## src/rtl/mux_nx1_stream_rr.sv

```systemverilog
// Purpose : N-to-1 packet-aware stream mux, round-robin or fixed-select arbitration.
// Latency : one cycle from input handshake to registered out_* beat; 1 beat/cycle sustained.
// Backpressure: in_ready follows the output register's load slot; a stalled sink drops every in_ready.
//
// Ports:
//   clk, rst_n                 clock and asynchronous active-low reset
//   mode, sel                  0 = round-robin, 1 = fixed channel sel (sampled only between packets)
//   in_data/in_valid/in_last   packed per-channel stream inputs, channel i at [i*WIDTH +: WIDTH]
//   in_ready                   per-channel ready, combinational, at most one bit high
//   out_data/out_last/out_ch   registered output beat and its source channel
//   out_valid/out_ready        output handshake
module mux_nx1_stream_rr #(
    parameter int NUM_CH = 4,
    parameter int WIDTH  = 8,
    parameter int SEL_W  = 2
) (
    input  logic                    clk,
    input  logic                    rst_n,
    input  logic                    mode,
    input  logic [SEL_W-1:0]        sel,
    input  logic [NUM_CH*WIDTH-1:0] in_data,
    input  logic [NUM_CH-1:0]       in_valid,
    input  logic [NUM_CH-1:0]       in_last,
    output logic [NUM_CH-1:0]       in_ready,
    output logic [WIDTH-1:0]        out_data,
    output logic                    out_last,
    output logic [SEL_W-1:0]        out_ch,
    output logic                    out_valid,
    input  logic                    out_ready
);

    typedef enum logic {IDLE, LOCKED} state_t;

    state_t           state;
    logic [SEL_W-1:0] lock_ch;
    logic             lock_rr;    // arbitration mode captured when the current packet started
    logic [SEL_W-1:0] rr_ptr;

    logic [SEL_W-1:0] grant_ch;
    logic [SEL_W-1:0] cand;
    logic             grant_en;
    logic             load;
    logic             xfer;
    logic             xfer_last;
    logic             pkt_rr;

    logic [WIDTH-1:0] ch_dat [NUM_CH];

    for (genvar g = 0; g < NUM_CH; g++) begin : g_unpack
        assign ch_dat[g] = in_data[g*WIDTH +: WIDTH];
    end

    // Arbitration. The round-robin scan runs from the farthest offset down to
    // offset 0 so the nearest valid channel after rr_ptr is the last writer.
    always_comb begin
        grant_ch = '0;
        grant_en = 1'b0;
        cand     = '0;
        if (state == LOCKED) begin
            grant_ch = lock_ch;
            grant_en = 1'b1;
        end else if (mode) begin
            grant_ch = sel;
            grant_en = (int'(sel) < NUM_CH);
        end else begin
            for (int k = NUM_CH - 1; k >= 0; k--) begin
                cand = SEL_W'((int'(rr_ptr) + k) % NUM_CH);
                if (in_valid[cand]) begin
                    grant_ch = cand;
                    grant_en = 1'b1;
                end
            end
        end
    end

    always_comb begin
        load     = !out_valid || out_ready;
        in_ready = '0;
        if (load && grant_en) begin
            in_ready[grant_ch] = 1'b1;
        end
        xfer      = |(in_valid & in_ready);
        xfer_last = in_last[grant_ch];
        // A packet's closing beat updates rr_ptr according to the mode it started in,
        // since mode is not looked at while locked.
        pkt_rr    = (state == IDLE) ? !mode : lock_rr;
    end

    always_ff @(posedge clk or negedge rst_n) begin
        if (!rst_n) begin
            out_valid <= 1'b0;
            out_data  <= '0;
            out_last  <= 1'b0;
            out_ch    <= '0;
            rr_ptr    <= '0;
            state     <= IDLE;
            lock_ch   <= '0;
            lock_rr   <= 1'b0;
        end else begin
            if (load) begin
                out_valid <= xfer;
                if (xfer) begin
                    out_data <= ch_dat[grant_ch];
                    out_last <= xfer_last;
                    out_ch   <= grant_ch;
                end
            end

            if (xfer) begin
                case (state)
                    IDLE: begin
                        if (!xfer_last) begin
                            state   <= LOCKED;
                            lock_ch <= grant_ch;
                            lock_rr <= !mode;
                        end
                    end
                    LOCKED: begin
                        if (xfer_last) begin
                            state <= IDLE;
                        end
                    end
                    default: state <= IDLE;
                endcase

                if (xfer_last && pkt_rr) begin
                    rr_ptr <= SEL_W'((int'(grant_ch) + 1) % NUM_CH);
                end
            end
        end
    end

endmodule

```

## config.mk

```make
export PLATFORM = sky130hd
export DESIGN_NAME = mux_nx1_stream_rr
export DESIGN_NICKNAME = d
export VERILOG_FILES = /design/src/rtl/mux_nx1_stream_rr.sv
export SDC_FILE = /design/constraint.sdc
export NUM_CORES = 1
export LEC_CHECK = 0
export CORE_MARGIN = 2
export CORE_UTILIZATION = 35
export DETAILED_ROUTE_END_ITERATION = 8
export PLACE_DENSITY = 0.75
export SLEW_MARGIN = 20
export SYNTH_ARGS = -nofsm -noshare
export SYNTH_HDL_FRONTEND = slang
export SYNTH_SLANG_ARGS = --single-unit
```

## constraint.sdc

```tcl
create_clock -name clk -period 2.1 [get_ports clk]
set_input_delay 0.42 -clock clk [delete_from_list [all_inputs] [get_ports clk]]
set_output_delay 0.42 -clock clk [all_outputs]
set_load 0.02 [all_outputs]
```

==> summary.txt, run 1 <==
Status
  – Status: complete, but fails checks
  – Failing checks: negative setup slack

STA
  – Period utilisation layout: 1.163
  – Slew Limit Fails: 0
  – Normalized max-slew margin: 0.7681
  – Setup-failing EPs final: 20
  – Setup WS post-layout: -0.3416 ns
  – Worst slew pin tran: between 0.3 and 0.4 ns
  – Setup TNS: -3.151 ns
  – Hold_ws: 0.4476 ns
  – RSZ-0062 raised after global routing: yes
  – Clock Skews: 0.003238 ns
  – Fmax: 409.6 MHz
  – Final min period: 2.442 ns
  – Final Hold Viols: 0

Yosys
  – Mean post-synth cell area: 9.330 µm²
  – Synthesized Nets: between 150 and 200
  – Yosys warns: 0
  – Post-synth EDFFs: 0
  – Asr flop ratio synth: 1.000
  – Simple-Gate Fraction of Synth Area: 0.1510
  – Library cells used by synthesis: 28
  – Netlist Area Pre-Place: 0.001185 mm²
  – Dominant synthesized flop cell: dfrtp_1
  – Flop and latch count out of synthesis: 18
  – Post-Synth Adder-Cell Area: 0
  – Seq/Total Area, Yosys: 0.3801
  – Gate Count Post-Synth: 127
  – Complex-gate fraction of the synthesized area: 0.1595
  – Post-synthesis xor/xnor area fraction: 0.007392
  – Mux share of post-synthesis cell area: 0.2608
  – Main combinational cell family by area after synthesis: multiplexers

Floorplanning
  – Initial Util: 0.3608
  – I/O Pins: 62
  – Die width: just over 60 µm
  – Placeable Area: 0.003284 mm²
  – Die area: approximately 0.0039 mm²
  – Chip Height: 62.19 µm
  – Row cnt: 21

Drt
  – DR vias: 1316
  – Antenna Nets Post-Route: 0
  – Residual DRC count: 0
  – DR vias/cell: 4.929
  – Avg WL per Cell: between 10 and 15 µm
  – Final wirelength: 3789 µm
  – Drt first pass iters: 4
  – DRT iter0 DRCs: 30

Cells and area
  – Sequential Area: 450.4 µm²
  – Number of fill cells: 247
  – Post-layout util: 0.7044
  – Syn-to-layout area delta: 95.25%
  – Multi-input logic area: 840.8 µm²
  – # diodes: 0
  – Fraction of layout cells with a size suffix above 1: 0.3756
  – Final Instance Area: 0.002313 mm²
  – Nets@finish: 269

Critical path
  – Worst setup path start: rr_ptr[1]
  – Largest stage delay on the critical path: 0.42 ns
  – Crit-path cells: a21boi_2 -> o41ai_4 -> mux2i_4 -> buf_6 -> mux2i_4 -> o22a_4 -> nor3_4 -> mux2_4
  – Slowest CP cell: dfrtp_1
  – Startpoint types: flip-flop
  – Setup CP Type: flip-flop to flip-flop
  – CP required: about 2.3 ns
  – CP arrival: 2.62 ns
  – FF-to-FF Start: rr_ptr[1]
  – Worst-path maximum fanout: 6
  – CP endpoint kind: flip-flop
  – Most used cell along the critical path: mux2i_4

Global routing
  – Met1 global-route usage: 0.2329
  – Met2 usage: 0.3329
  – Vias in the first global route: 1327
  – Overall routing resource usage: 0.1882
  – Grt peak-use layer: met2
  – Initial antenna violation count: 0
  – Gr ovfl total: 0
  – First-pass GRT wire length: roughly 5900 µm
  – Global-route met3 utilization: 0.03623
  – Largest net degree at the start of global routing: 19

CTS
  – CTS clk-pin slew, worst paths: approximately 0.1 ns
  – CTS tree: built
  – Total CTS buffers: 3
  – CTS H-tree depth: 1
  – Clock sinks: 18
  – Max clock buf depth: 2
  – Root Driver: clkbuf_4
  – Clk Latency, worst-skew pair: just under 0.3 ns

Placement
  – Pre-CTS WS: -0.9661 ns
  – Detailed Place HPWL: between 2000 and 3000 µm
  – Placed cell area: 0.002016 mm²
  – RePlAce Congestion: approximately 0.79
  – Port Buf Inserts: 61

Power and ir drop
  – Lkg Pwr: roughly 0.0010 µW
  – Peak VDD IR: 0.6715 mV
  – Power per cell area: 1431 mW/mm²

Run
  – Max-cap violation count: 0

Min path
  – Hold Path Class: input pin to asynchronous set/reset pin
[final timing paths]
path,to,slack (ns),cells after the start
min in group clk,out_data[0],0.50,2
worst min register to register,out_data[0],0.50,2
worst max register to register,rr_ptr[1],-0.34,8
max in group asynchronous,out_data[6],1.46,2
worst min-delay path,out_ch[0],0.45,2
worst max-delay path,rr_ptr[1],-0.34,8
[critical path: cells and delay by family (launching register included)]
kind / cells / cell delay (ns)
flip-flops: 1 / 0.42
multiplexers: 3 / 0.69
AND/OR/NAND/NOR: 1 / 0.26
buffers and inverters: 1 / 0.16
AO/OA/AOI/OAI: 3 / 0.79
[cell usage in the layout (no fill, tap or decap), drive strengths merged, types with 4 or more instances in the layout]
| cell | synthesis | layout |
|---|---|---|
| nor2 | 8 | 8 |
| inv | 5 | 5 |
| dfrtp | 18 | 18 |
| mux2i | 15 | 15 |
| o21ai | 19 | 19 |
| nand2b | 6 | 6 |
| clkbuf | 2 | 4 |
| buf | 4 | 39 |
| clkdlybuf4s50 | 0 | 52 |
| a21oi | 5 | 5 |
| nand2 | 20 | 20 |
| dlygate4sd2 | 0 | 4 |
| mux2 | 13 | 13 |
[cells by family after synthesis]
family	Yosys count
simple gates	38
compound gates	31
mux	28
flops	18
buf+inv	11
xor+xnor	1
[registers in the layout, indices dropped and copies added, names as in the netlist]
name       cells
out_last       1
out_data       8
lock_ch        2
out_valid      1
state          1
rr_ptr         2
out_ch         2
lock_rr        1
[metal layers]
layer | vias to the layer above | part of all wire
li1 | 633 | -
met1 | 621 | 0.41
met2 | 58 | 0.53
met3 | 4 | 0.053
met4 | 0 | 0.010
met5 | - | 0
[per-stage QoR]
stage / total power (µW) / cells
2_1_floorplan: 1737 / 127
3_3_place_gp: 2474 / 253
3_5_place_dp: 2527 / 253
4_1_cts: 2958 / 259
5_1_grt: 3519 / 267
6_report: 3310 / 267
[where the power goes]
group          switching [µW]  internal [µW]
Sequential                120            526
Combinational            1130           1360
Clock                    99.9           66.6
[cell usage after synthesis, drive strengths merged, types with 2 or more instances]
master   n  area, µm²
a21oi    5      25.02
mux2    13      146.4
clkbuf   2      7.510
buf      4      22.52
inv      5      18.76
mux2i   15      162.7
nor2     8      30.03
dfrtp   18      450.4
nand2   20      75.07
o21ai   19      95.09
nand2b   6      37.54
[what timing repair did]
action / in CTS / in global routing
pin swaps: 11 / 2
cloned: 0 / 1
setup endpoints to repair: 21 / 21
hold endpoints to repair: 0 / 0
gates resized for setup: 53 / 22
setup buffers: 3 / 8
hold buffers: 0 / 0
[cell type report]
cell class | instances | area share
Sequential cell | 18 | 0.1947
Multi-Input combinational cell | 98 | 0.3634
Inverter | 5 | 0.008112
Clock buffer | 3 | 0.009735
Timing Repair Buffer | 97 | 0.3991
Tap cell | 46 | 0.02488
(Power assumes the default switching activity.)
==> run 2, diff against run 1 <==
CTS_CLUSTER_DIAMETER = 50   (was not set)
==> results of run 2 <==
The final DEF is identical to that of run 1; final timing and power are the same.
==> run 3, diff against run 2 <==
ABC_AREA = 1   (was not set)
CORE_UTILIZATION = 55   (was 35)
DONT_BUFFER_PORTS = 1   (was not set)
PLACE_DENSITY = 0.73   (was 0.75)
==> run 3 against run 2 <==
Effect of this change: the run still ends with negative setup slack left; via count grew 20%; synthesized cell count grew 78%; sequential share of layout area rose by 4.6 points; hold slack worse by 0.23 ns; wire length increased by 6.0%; register-to-register slack improved by 0.19 ns; clock-buffer cell count rose by 1; critical path type is now flip-flop to output pin.
==> summary.txt, run 3 <==
Status
  – Status: complete, but fails checks
  – Failing checks: negative setup slack

Yosys
  – Synth area leader: dfrtp_1
  – Yosys top cell area share: 0.3103 (-0.06980)
  – Mean post-synth cell area: 6.422 µm² (-31%)
  – Netlist Area Pre-Place: 0.001451 mm² (+22%)
  – Seq/Total Area, Yosys: 0.3103 (-0.06980)
  – Synth area leaders: dfrtp_1 (31%), nand2_1 (23%), nand3_1 (8.6%)
  – Post-Synth Adder-Cell Area: 0 (unchanged)
  – Mux share of post-synthesis cell area: 0 (-0.2608)
  – Post-synthesis xor/xnor area fraction: 0.006034 (-0.001357)
  – Main combinational cell family by area after synthesis: simple AND/OR/NAND/NOR gates
  – Flop and latch count out of synthesis: 18 (unchanged)
  – Dominant synthesized flop cell: dfrtp_1
  – Yosys warns: 0 (unchanged)
  – Post-synth EDFFs: 0 (unchanged)
  – Complex-gate fraction of the synthesized area: 0.05345 (-0.1060)
  – Asr flop ratio synth: 1.000 (unchanged)
  – Simple-Gate Fraction of Synth Area: 0.5155 (+0.3645)
  – Synth cell count leaders: nand2_1 (89), nand3_1 (25), nor2_1 (20), inv_1 (19), dfrtp_1 (18)
  – Gate Count Post-Synth: 226 (+78%)
  – Library cells used by synthesis: 24 (-14%)
  – Top-count cell post-synth: nand2_1
  – Synthesized Nets: 272 (+57%)

CTS
  – Clock sinks: 18 (unchanged)
  – CTS H-tree depth: 1 (unchanged)
  – Clk Latency, worst-skew pair: 0.30 ns (about the same)
  – CTS clk-pin slew, worst paths: 0.10 ns (about the same)
  – Total CTS buffers: 3 (unchanged)
  – CTS tree: built
  – Max clock buf depth: 2 (unchanged)
  – Root Driver: clkbuf_4

Cells and area
  – Most common cell after layout, fill and taps aside: nand2_1
  – Finished Layout Cells: 283 (+6.0%)
  – Fraction of layout cells with a size suffix above 1: 0.3715 (-0.004024)
  – Top reg by flops: out_data
  – # diodes: 0 (unchanged)
  – Max FFs per register: 8 (unchanged)
  – Syn-to-layout area delta: 29.74%
  – Commonest cells after routing, fill and taps aside: nand2_1 (75), buf_4 (24), nand2_2 (23)
  – Nets@finish: 300 (+12%)
  – Number of fill cells: 174 (-30%)

Drt
  – DR vias/cell: 5.562 (+13%)
  – Final wirelength: 4016 µm (+6.0%)
  – Residual DRC count: 0 (unchanged)
  – Avg WL per Cell: 14.19 µm (about the same)
  – DR vias: 1574 (+20%)
  – Drt first pass iters: 4 (unchanged)
  – Antenna Nets Post-Route: 0 (unchanged)
  – DRT iter0 DRCs: 81 (+170%)

Critical path
  – R2r endpoint: out_data[6]
  – CP required: 1.68 ns (-0.60 ns)
  – Largest stage delay on the critical path: 0.49 ns (+0.07 ns)
  – CP endpoint kind: output pin
  – R2R Setup Slk: -0.15 ns (+0.19 ns)
  – Path depth of the worst reg2reg path: 17 (+9)
  – Startpoint types: flip-flop
  – Crit-path cells: inv_4 -> nand2_2 -> nand3_1 -> nand2_2 -> inv_1 -> nand2_1 -> nand2_1 -> nand3_2 -> nand2_4 -> nand4_1 -> buf_4 -> inv_4
  – Slowest CP cell: dfrtp_2
  – FF-to-FF Start: rr_ptr[0]
  – Bufs and invs on worst path: 4 (+3)
  – Worst-path maximum fanout: 8 (+2)
  – CP delay by family, top: simple AND/OR/NAND/NOR gates
  – Setup CP Type: flip-flop to output pin
  – CP arrival: 1.91 ns (-0.71 ns)

STA
  – Hold_ws: 0.2194 ns (-0.2281 ns)
  – Fmax: 429.5 MHz (+4.9%)
  – RSZ-0062 raised after global routing: yes
  – Final min period: 2.328 ns (-0.1136 ns)
  – Setup WS post-layout: -0.2280 ns (+0.1136 ns)
  – Period utilisation layout: 1.109 (-0.05408)
  – Worst slew pin tran: 0.8287 ns (+0.4821 ns)
  – Final Hold Viols: 0 (unchanged)
  – Clock Skews: 0.003621 ns (+0.0003829 ns)
  – Slew Limit Fails: 0 (unchanged)
  – Setup-failing EPs final: 22 (+10%)
  – Normalized max-slew margin: 0.4457 (-0.3224)

Min path
  – Hold path startpoint: out_ready
  – Min-Delay Path Depth: 1
  – WHS Endpoint: out_valid
  – Hold Path Class: input pin to flip-flop

Global routing
  – First-pass GRT wire length: 6617 µm (+12%)
  – Initial antenna violation count: 0 (unchanged)
  – Overall routing resource usage: 0.2662 (+0.07805)
  – Vias in the first global route: 1511 (+14%)
  – Largest net degree at the start of global routing: 20 (+1)
  – Gr ovfl total: 0 (unchanged)

Placement
  – Port Buf Inserts: 0 (-100%)
  – Pre-CTS WS: -0.1025 ns (+0.8636 ns)
  – RePlAce Congestion: 0.9316 (+17%)
  – Detailed Place HPWL: 3005 µm (+12%)
  – Placed Cells: 271 (+7.1%)

Power and ir drop
  – Peak VDD IR: 1.300 mV (+94%)
  – Power per cell area: 2078 mW/mm² (+45%)
  – Total Power: 3913 µW (+18%)
  – Lkg Pwr: 0.0009887 µW (-4.1%)

Floorplanning
  – I/O Pins: 62 (unchanged)
  – Row cnt: 18 (-14%)
  – Die area: 0.003066 mm² (-21%)
  – Chip Height: 55.37 µm (-11%)
  – Initial Util: 0.5806 (+0.2198)
  – Die width: 55.37 µm (-11%)
  – Placeable Area: 0.002500 mm² (-24%)

Run
  – Max-cap violation count: 0 (unchanged)
-- run 3: cell count changes in the layout (fill, tap and decap cells not counted), sizes merged, moves of 3 or more --
cell / before / now
a21oi: 5 / 2
buf: 39 / 31
clkdlybuf4s50: 52 / 0
dlygate4sd2: 4 / 0
inv: 5 / 23
mux2: 13 / 0
mux2i: 15 / 0
nand2: 20 / 101
nand2b: 6 / 0
nand3: 0 / 34
nor2: 8 / 22
o21ai: 19 / 7
-- run 3: cell families after synthesis --
| logic type | count (synthesis) |
|---|---|
| AO/OA/AOI/OAI | 14 |
| XOR/XNOR | 1 |
| buffers and inverters | 32 |
| flip-flops | 18 |
| AND/OR/NAND/NOR | 161 |
-- run 3: report_power, final --
group          switching, µW  internal, µW  total, µW
Combinational           1620          1270       2890
Clock                    113           106        218
Sequential               271           530        801
Total                   2010          1910       3910
-- run 3: worst max path at each step --
stage / start / to / cells past startpoint
global placement: rr_ptr[0] / out_data[5] / 18
CTS: rr_ptr[0] / in_ready[0] / 11
detailed placement: rr_ptr[0] / out_data[3] / 18
floorplan: rr_ptr[0] / out_data[0] / 16
global route: rr_ptr[0] / in_ready[0] / 12
finish: rr_ptr[0] / in_ready[2] / 12
-- run 3: stage by stage --
step | utilization | TNS (ns) | area [µm²]
CTS | 0.7367 | -1.535 | 1842
finish | 0.7533 | -2.981 | 1883
global placement | 0.6517 | -0.03471 | 1629
global route | 0.7533 | -6.720 | 1883
floorplan | - | 0 | 1451
detailed placement | 0.6517 | -1.554 | 1629
-- run 3: final cells by class --
cell class | instances | area (µm²) | share of cell area
flip-flops and latches | 18 | 452.9 | 0.2405
well taps | 30 | 37.54 | 0.01993
clock buffers | 4 | 36.28 | 0.01927
multi-input cells | 176 | 943.4 | 0.5010
repair buffers | 32 | 311.5 | 0.1654
inverters | 23 | 101.3 | 0.05382
-- run 3: what timing repair did --
action / CTS / global route
resized for setup: 37 / 12
pin swaps: 6 / 2
gates cloned: 1 / 0
endpoints found under the hold margin: 18 / 0
hold buffers: 1 / 0
endpoints found under the setup margin: 22 / 22
buffers inserted: 6 / 0
-- run 3: metal layers --
| metal | global-route usage | up-vias | wire (µm) |
|---|---|---|---|
| met2 | 0.4439 | 77 | 2038 |
| met5 | 0 | - | 0 |
| li1 | - | 762 | - |
| met4 | 0.1080 | 0 | 85 |
| met1 | 0.3245 | 725 | 1580 |
| met3 | 0.07026 | 10 | 311 |
-- run 3: worst register-to-register path: stages (launching register included) --
cell	delay (ns)
dfrtp_2	0.49
inv_4	0.12
nand2_1	0.07
nand2_2	0.07
nand2_2	0.07
nand2_2	0.10
nor2_4	0.04
a31oi_1	0.15
buf_4	0.15
buf_4	0.14
nand3_4	0.10
nor2_2	0.16
nor2_4	0.06
nand2_4	0.13
inv_4	0.06
buf_4	0.14
nand2_1	0.06
nand2_1	0.05
